`src/rtl/vga_timing_gen.sv`:
```
// Raster timing generator: pixel coordinates, blanking, sync pulses and a frame
// counter, all registered and decoded from the next-count values so nothing skews.
module vga_timing_gen #(
   parameter int unsigned H_ACTIVE = 640,
   parameter int unsigned H_FP     = 16,
   parameter int unsigned H_SYNC   = 96,
   parameter int unsigned H_BP     = 48,
   parameter int unsigned V_ACTIVE = 480,
   parameter int unsigned V_FP     = 10,
   parameter int unsigned V_SYNC   = 2,
   parameter int unsigned V_BP     = 33,
   parameter bit          H_POL    = 1'b0,
   parameter bit          V_POL    = 1'b0
) (
   input  logic       clk,
   input  logic       rst_n,
   input  logic       pix_ce,
   output logic [9:0] pix_x,
   output logic [9:0] pix_y,
   output logic       video_active,
   output logic       hsync,
   output logic       vsync,
   output logic       line_start,
   output logic       frame_start,
   output logic [9:0] frame_count
);
   localparam int unsigned H_TOTAL = H_ACTIVE + H_FP + H_SYNC + H_BP;
   localparam int unsigned V_TOTAL = V_ACTIVE + V_FP + V_SYNC + V_BP;

   generate
      if (H_TOTAL > 1024 || V_TOTAL > 1024) begin : g_bad_totals
         $error("vga_timing_gen: H_TOTAL and V_TOTAL must not exceed 1024");
      end
   endgenerate

   localparam logic [9:0]  X_LAST = 10'(H_TOTAL - 1);
   localparam logic [9:0]  Y_LAST = 10'(V_TOTAL - 1);
   localparam logic [10:0] X_ACT  = 11'(H_ACTIVE);
   localparam logic [10:0] Y_ACT  = 11'(V_ACTIVE);
   localparam logic [10:0] HS_BEG = 11'(H_ACTIVE + H_FP);
   localparam logic [10:0] HS_END = 11'(H_ACTIVE + H_FP + H_SYNC);
   localparam logic [10:0] VS_BEG = 11'(V_ACTIVE + V_FP);
   localparam logic [10:0] VS_END = 11'(V_ACTIVE + V_FP + V_SYNC);

   logic [9:0] r_x, r_y, r_fc;
   logic       r_va, r_hs, r_vs, r_ls, r_fs;

   logic       w_x_last, w_y_last;
   logic [9:0] w_nx_x, w_nx_y;
   logic       w_nx_va, w_nx_hs_on, w_nx_vs_on;

   always_comb begin
      w_x_last   = (r_x == X_LAST);
      w_y_last   = (r_y == Y_LAST);
      w_nx_x     = w_x_last ? '0 : r_x + 10'd1;
      w_nx_y     = r_y;
      if (w_x_last) begin
         w_nx_y = w_y_last ? '0 : r_y + 10'd1;
      end
      // Decode the coordinate about to be presented so levels land with it.
      w_nx_va    = ({1'b0, w_nx_x} < X_ACT) && ({1'b0, w_nx_y} < Y_ACT);
      w_nx_hs_on = ({1'b0, w_nx_x} >= HS_BEG) && ({1'b0, w_nx_x} < HS_END);
      w_nx_vs_on = ({1'b0, w_nx_y} >= VS_BEG) && ({1'b0, w_nx_y} < VS_END);
   end

   always_ff @(posedge clk or negedge rst_n) begin
      if (!rst_n) begin
         r_x  <= X_LAST;
         r_y  <= Y_LAST;
         r_va <= 1'b0;
         r_hs <= ~H_POL;
         r_vs <= ~V_POL;
         r_ls <= 1'b0;
         r_fs <= 1'b0;
         r_fc <= '0;
      end else begin
         r_ls <= 1'b0;
         r_fs <= 1'b0;
         if (pix_ce) begin
            r_x  <= w_nx_x;
            r_y  <= w_nx_y;
            r_va <= w_nx_va;
            r_hs <= w_nx_hs_on ? H_POL : ~H_POL;
            r_vs <= w_nx_vs_on ? V_POL : ~V_POL;
            r_ls <= w_x_last;
            r_fs <= w_x_last & w_y_last;
            if (w_x_last && w_y_last) begin
               r_fc <= r_fc + 10'd1;
            end
         end
      end
   end

   assign pix_x        = r_x;
   assign pix_y        = r_y;
   assign video_active = r_va;
   assign hsync        = r_hs;
   assign vsync        = r_vs;
   assign line_start   = r_ls;
   assign frame_start  = r_fs;
   assign frame_count  = r_fc;
endmodule

```
`config.mk`:
```
export PLATFORM = sky130hd
export DESIGN_NAME = vga_timing_gen
export DESIGN_NICKNAME = d
export VERILOG_FILES = /design/src/rtl/vga_timing_gen.sv
export SDC_FILE = /design/constraint.sdc
export NUM_CORES = 1
export LEC_CHECK = 0
export BUFFER_PORTS_ARGS = -buffer_cell sky130_fd_sc_hd__buf_4
export CORE_UTILIZATION = 45
export CTS_BUF_LIST = sky130_fd_sc_hd__clkbuf_16
export DETAILED_ROUTE_END_ITERATION = 12
export HOLD_SLACK_MARGIN = 0.15
export PLACE_DENSITY = 0.74
export SYNTH_ARGS = -nofsm -noshare
export SYNTH_HDL_FRONTEND = slang
export SYNTH_SLANG_ARGS = --single-unit
```
`constraint.sdc`:
```
create_clock -name clk -period 2.1 [get_ports clk]
set_input_delay 0 -clock clk [delete_from_list [all_inputs] [get_ports clk]]
set_output_delay 0 -clock clk [all_outputs]
set_load 0.1 [all_outputs]
```
After elaboration in Yosys (flattened, before gate mapping) --
Cells that the tools add are included.
Storage, ports and cells: register bits 35, input port bits 3, output and inout bits 35, logic and storage cells 32
Operators by class: $add $sub $neg 3, $lt $le $gt $ge 6, equality and inequality tests 2, mux-type cells 7, bitwise logic cells 1, reduce and logical (&&, ||, !) cells 5
Operators by type and width (number):
- adder 10 x 1 -> 10 bit, second input constant | 3
- two-way mux 10 bit | 3
- == test 10 bit, second input constant | 2
- less-than comparator 10 bit, second input constant | 2
- less-than comparator 10 x 9 -> 1 bit, second input constant | 2
- >= comparator 10 bit, second input constant | 1
- >= comparator 10 x 9 -> 1 bit, second input constant | 1
- logical AND 1 bit | 4
- two-way mux 1 bit | 4
- AND reduction 2 bit | 1
- AND 1 bit | 1

Logic depth before layout (Yosys ltp) --
depth in word-level cells 6, mapped depth 7, gate-level depth less buffers 7

Worst setup path after synthesis --
Ideal clock, no wire load.
kind register -> register, from reg r_x[0], in the netlist pix_x[0], to reg r_fc[7], in the netlist frame_count[7], library setup time 0.156 ns, data arrival time 2.664 ns, data required time 1.944 ns, setup slack -0.720 ns, stages on the path, launching flop included 7, path buffers 1, period minus slack after synthesis 2.820 ns, cells stage by stage dfstp_2 -> ha_1 -> nand4_4 -> or4_4 -> buf_6 -> or4_4 -> xnor2_2
On the way: longest elaborated chain between the ends 3
RTL lines:
- start, declared | line 45 | logic [9:0] r_x, r_y, r_fc;
- start signal, assigned | line 80 | r_x <= w_nx_x;
- == test 10 bit | line 53 | w_x_last = (r_x == X_LAST);
- logical AND 1 bit | line 87 | if (w_x_last && w_y_last) begin
- AND reduction 2 bit (no source line)
- end signal, assigned | line 88 | r_fc <= r_fc + 10'd1;
- end, declared | line 45
Every way passes these cells. A chain may end at the register's enable or synchronous reset.

Worst setup path after layout --
Ends and elaborated chain as after synthesis.

==> results.ini <==
[run_status]
status=finished, violations left
violations=negative setup slack

[floorplan]
start_util=0.483
dieHeight_um=68.7
dieArea_mm2=0.00472
coreArea_mm2=0.00414
num_rows=23
io_pins=38
die_w_um=68.7

[power]
vdd_drop_max_mv=0.982
p_total_uw=2950
p_per_area_mw_per_mm2=1020
power.leakage_uw=0.00123

[setup_path]
path_max_fanout=4
crit_arrival_ps=2320
crit_start=pix_x[0]
crit_top_cell=or4_4
r2r_start=pix_x[0]
start_kind=flop
critical_path.max_stage_delay_ps=630
worst_path_max_delay_cell=dfstp_4
worstPathCellList=ha_4, nand4_4, or4_4, or4_4, xnor2_2
worstPathRequired_ps=2270
critPathKind=flop to flop
reg2regPathDepth=5
worstSetupEndpointType=flop

[synth]
yosys.cell_types.count=55
syn-cell-area_mm2=0.00200
synth_area_leader_cell=dfrtp_1
yosys_warnings=0
synth_area_leaders=dfrtp_1 (29%), dfstp_2 (16%), xnor2_1 (5.7%)
synth_edf_count=0
synthArstFlopShare=1.00
synth_cells=204
ys.flop_type=dfrtp_1
synth_common_cells=dfrtp_1 (23), nand2_1 (19), nand3_1 (14)
ys_ff_latch=35
synth_most_common_cell=dfrtp_1
netlist.area_leader.share=0.288
synth_fp_nets=211
yosysSeqAreaShare=0.445
avgSynthCellArea_um2=9.81

[timing]
holdWs_ps=214
max_slew_margin=0.703
worstMarginPinSlew_ps=446
finalClockSkew_ps=3.20
fmax_ghz=0.464
fin_crit_sh=1.03
maxSlewViolCount=0
setup_viol=2
period_minus_slack_ps=2160
rsz0062_at_grt=yes
final_hold_viol_count=0
finalWorstSetupSlack_ps=-56.6

[placement]
io_buffer_count=37
hpwl_mm=3.54
gp_congestion=0.899

[worst_hold_path]
hold_class=input pin to async pin

[job]
drv_cap=0

[clock_network]
cts.sinks=35
clockRootBuffer=clkbuf_16
clkSlewWorstSetupHoldPaths_ps=60
cts_buffers=5
htreeDepth=2
clock_path_buffers=2
clk_latency_ps=280
cts_tree=yes

[finish]
fillers=333
antenna_cells=0
multiInputGateArea_mm2=0.00117
drive_gt1_frac=0.477
final_nets=283
seqCellArea_um2=920
area_growth_pct=44.2

[drt]
drt_pass1_iterations=4
wirelength_mm=5.23
wl_met1_mm=2.16
viasPerCell=5.75
route.met3.wl_um=219
wl_met2_mm=2.71
wl_per_cell_um=16.0
drtAntennaViolNets=0
drc=0
top_layer=met4
vias=1879
drt_iter0_markers=169

[global_routing]
grt_start_max_net_pins=36
grt_use_total=0.251
grt_overflow=0
grt_first_pass_wirelength_mm=8.45
grt_pass1_vias=1782
antenna_found_initial=0

[final cells by class]
cell class / count / share of cell area
clock buffer: 5 / 0.0434
tap: 50 / 0.0217
timing repair buffer: 73 / 0.192
inverter: 8 / 0.0117
multi-input combinational: 153 / 0.406
clock inverter: 3 / 0.00694
sequential: 35 / 0.319
[per-stage QoR]
| step | std cells | TNS (ps) | utilization | area (µm²) | setup slack, ps |
|---|---|---|---|---|---|
| floorplan | 204 | -4440 | - | 2080 | -487 |
| global placement | 312 | -209 | 0.625 | 2590 | -86.3 |
| detailed placement | 312 | -556 | 0.625 | 2590 | -113 |
| CTS | 324 | -130 | 0.674 | 2790 | -80.8 |
| global route | 327 | -543 | 0.696 | 2880 | -99.2 |
| finish | 327 | -56.8 | 0.696 | 2880 | -56.6 |
[cells in the final DEF (no fill, tap or decap), types with 2 or more instances in the layout]
cell,count
a21oi_1,4
a21oi_2,3
a31oi_1,2
and3_1,6
and4_1,2
buf_4,71
clkbuf_16,5
clkinvlp_4,3
dfrtp_1,15
dfrtp_2,8
dfstp_2,7
dfstp_4,5
dlygate4sd3_1,2
ha_1,3
inv_1,7
mux2_2,2
nand2_1,19
nand3_1,12
nand3_2,2
nand3b_1,2
nand4_1,7
nor2_1,10
nor3_1,3
nor3b_1,3
o21ai_0,11
o21ai_1,2
o31ai_1,2
or2_4,2
or4_4,3
xnor2_1,11
xnor2_2,4
xor2_1,2
[report_power, final]
part / leakage, µW / switching, µW / internal (µW)
Clock: 0.0000658 / 290 / 437
Sequential: 0.000423 / 114 / 825
Combinational: 0.000737 / 912 / 372
[timing repair]
item                                    4_1_cts  5_1_grt
hold buffers                                  2        0
gates resized for setup                       5       14
hold endpoints to repair                     40        0
buffers inserted                              2        3
pin swaps                                     8        6
endpoints found under the setup margin       11       15
[state kept, by name, indices dropped and copies added (netlist names)]
| register | flops |
|---|---|
| vsync | 1 |
| line_start | 1 |
| video_active | 1 |
| pix_y | 10 |
| frame_count | 10 |
| frame_start | 1 |
| pix_x | 10 |
| hsync | 1 |
[critical path: cells and delay by family, from the launching register on]
kind	cells	cell delay (ps)
AND/OR/NAND/NOR	3	1130
flip-flops	1	630
adder cells (fa/ha/maj)	1	150
XOR/XNOR	1	140
[kinds of logic after synthesis]
family / after synthesis / share of synthesized area
buffers and inverters: 16 / 0.0350
multiplexers: 4 / 0.0219
XOR/XNOR: 17 / 0.0819
AND/OR/NAND/NOR: 87 / 0.258
AO/OA/AOI/OAI: 41 / 0.133
adder cells (fa/ha/maj): 4 / 0.0250
flip-flops: 35 / 0.445
[layer usage]
metal | vias up | GRT usage
met3 | 15 | 0.0625
met2 | 71 | 0.415
li1 | 899 | -
met1 | 894 | 0.302
met5 | - | 0
met4 | 0 | 0.122
[final timing paths]
check / end / slack [ps]
worst max-delay path: frame_count[7] / -60
worst min-delay path: pix_x[7] / 210
worst max register to register: frame_count[7] / -60
worst min register to register: frame_count[9] / 500
max in group asynchronous: pix_y[3] / 1540
min in group clk: frame_count[9] / 500
Note: power is estimated with default switching activity, not from simulation.
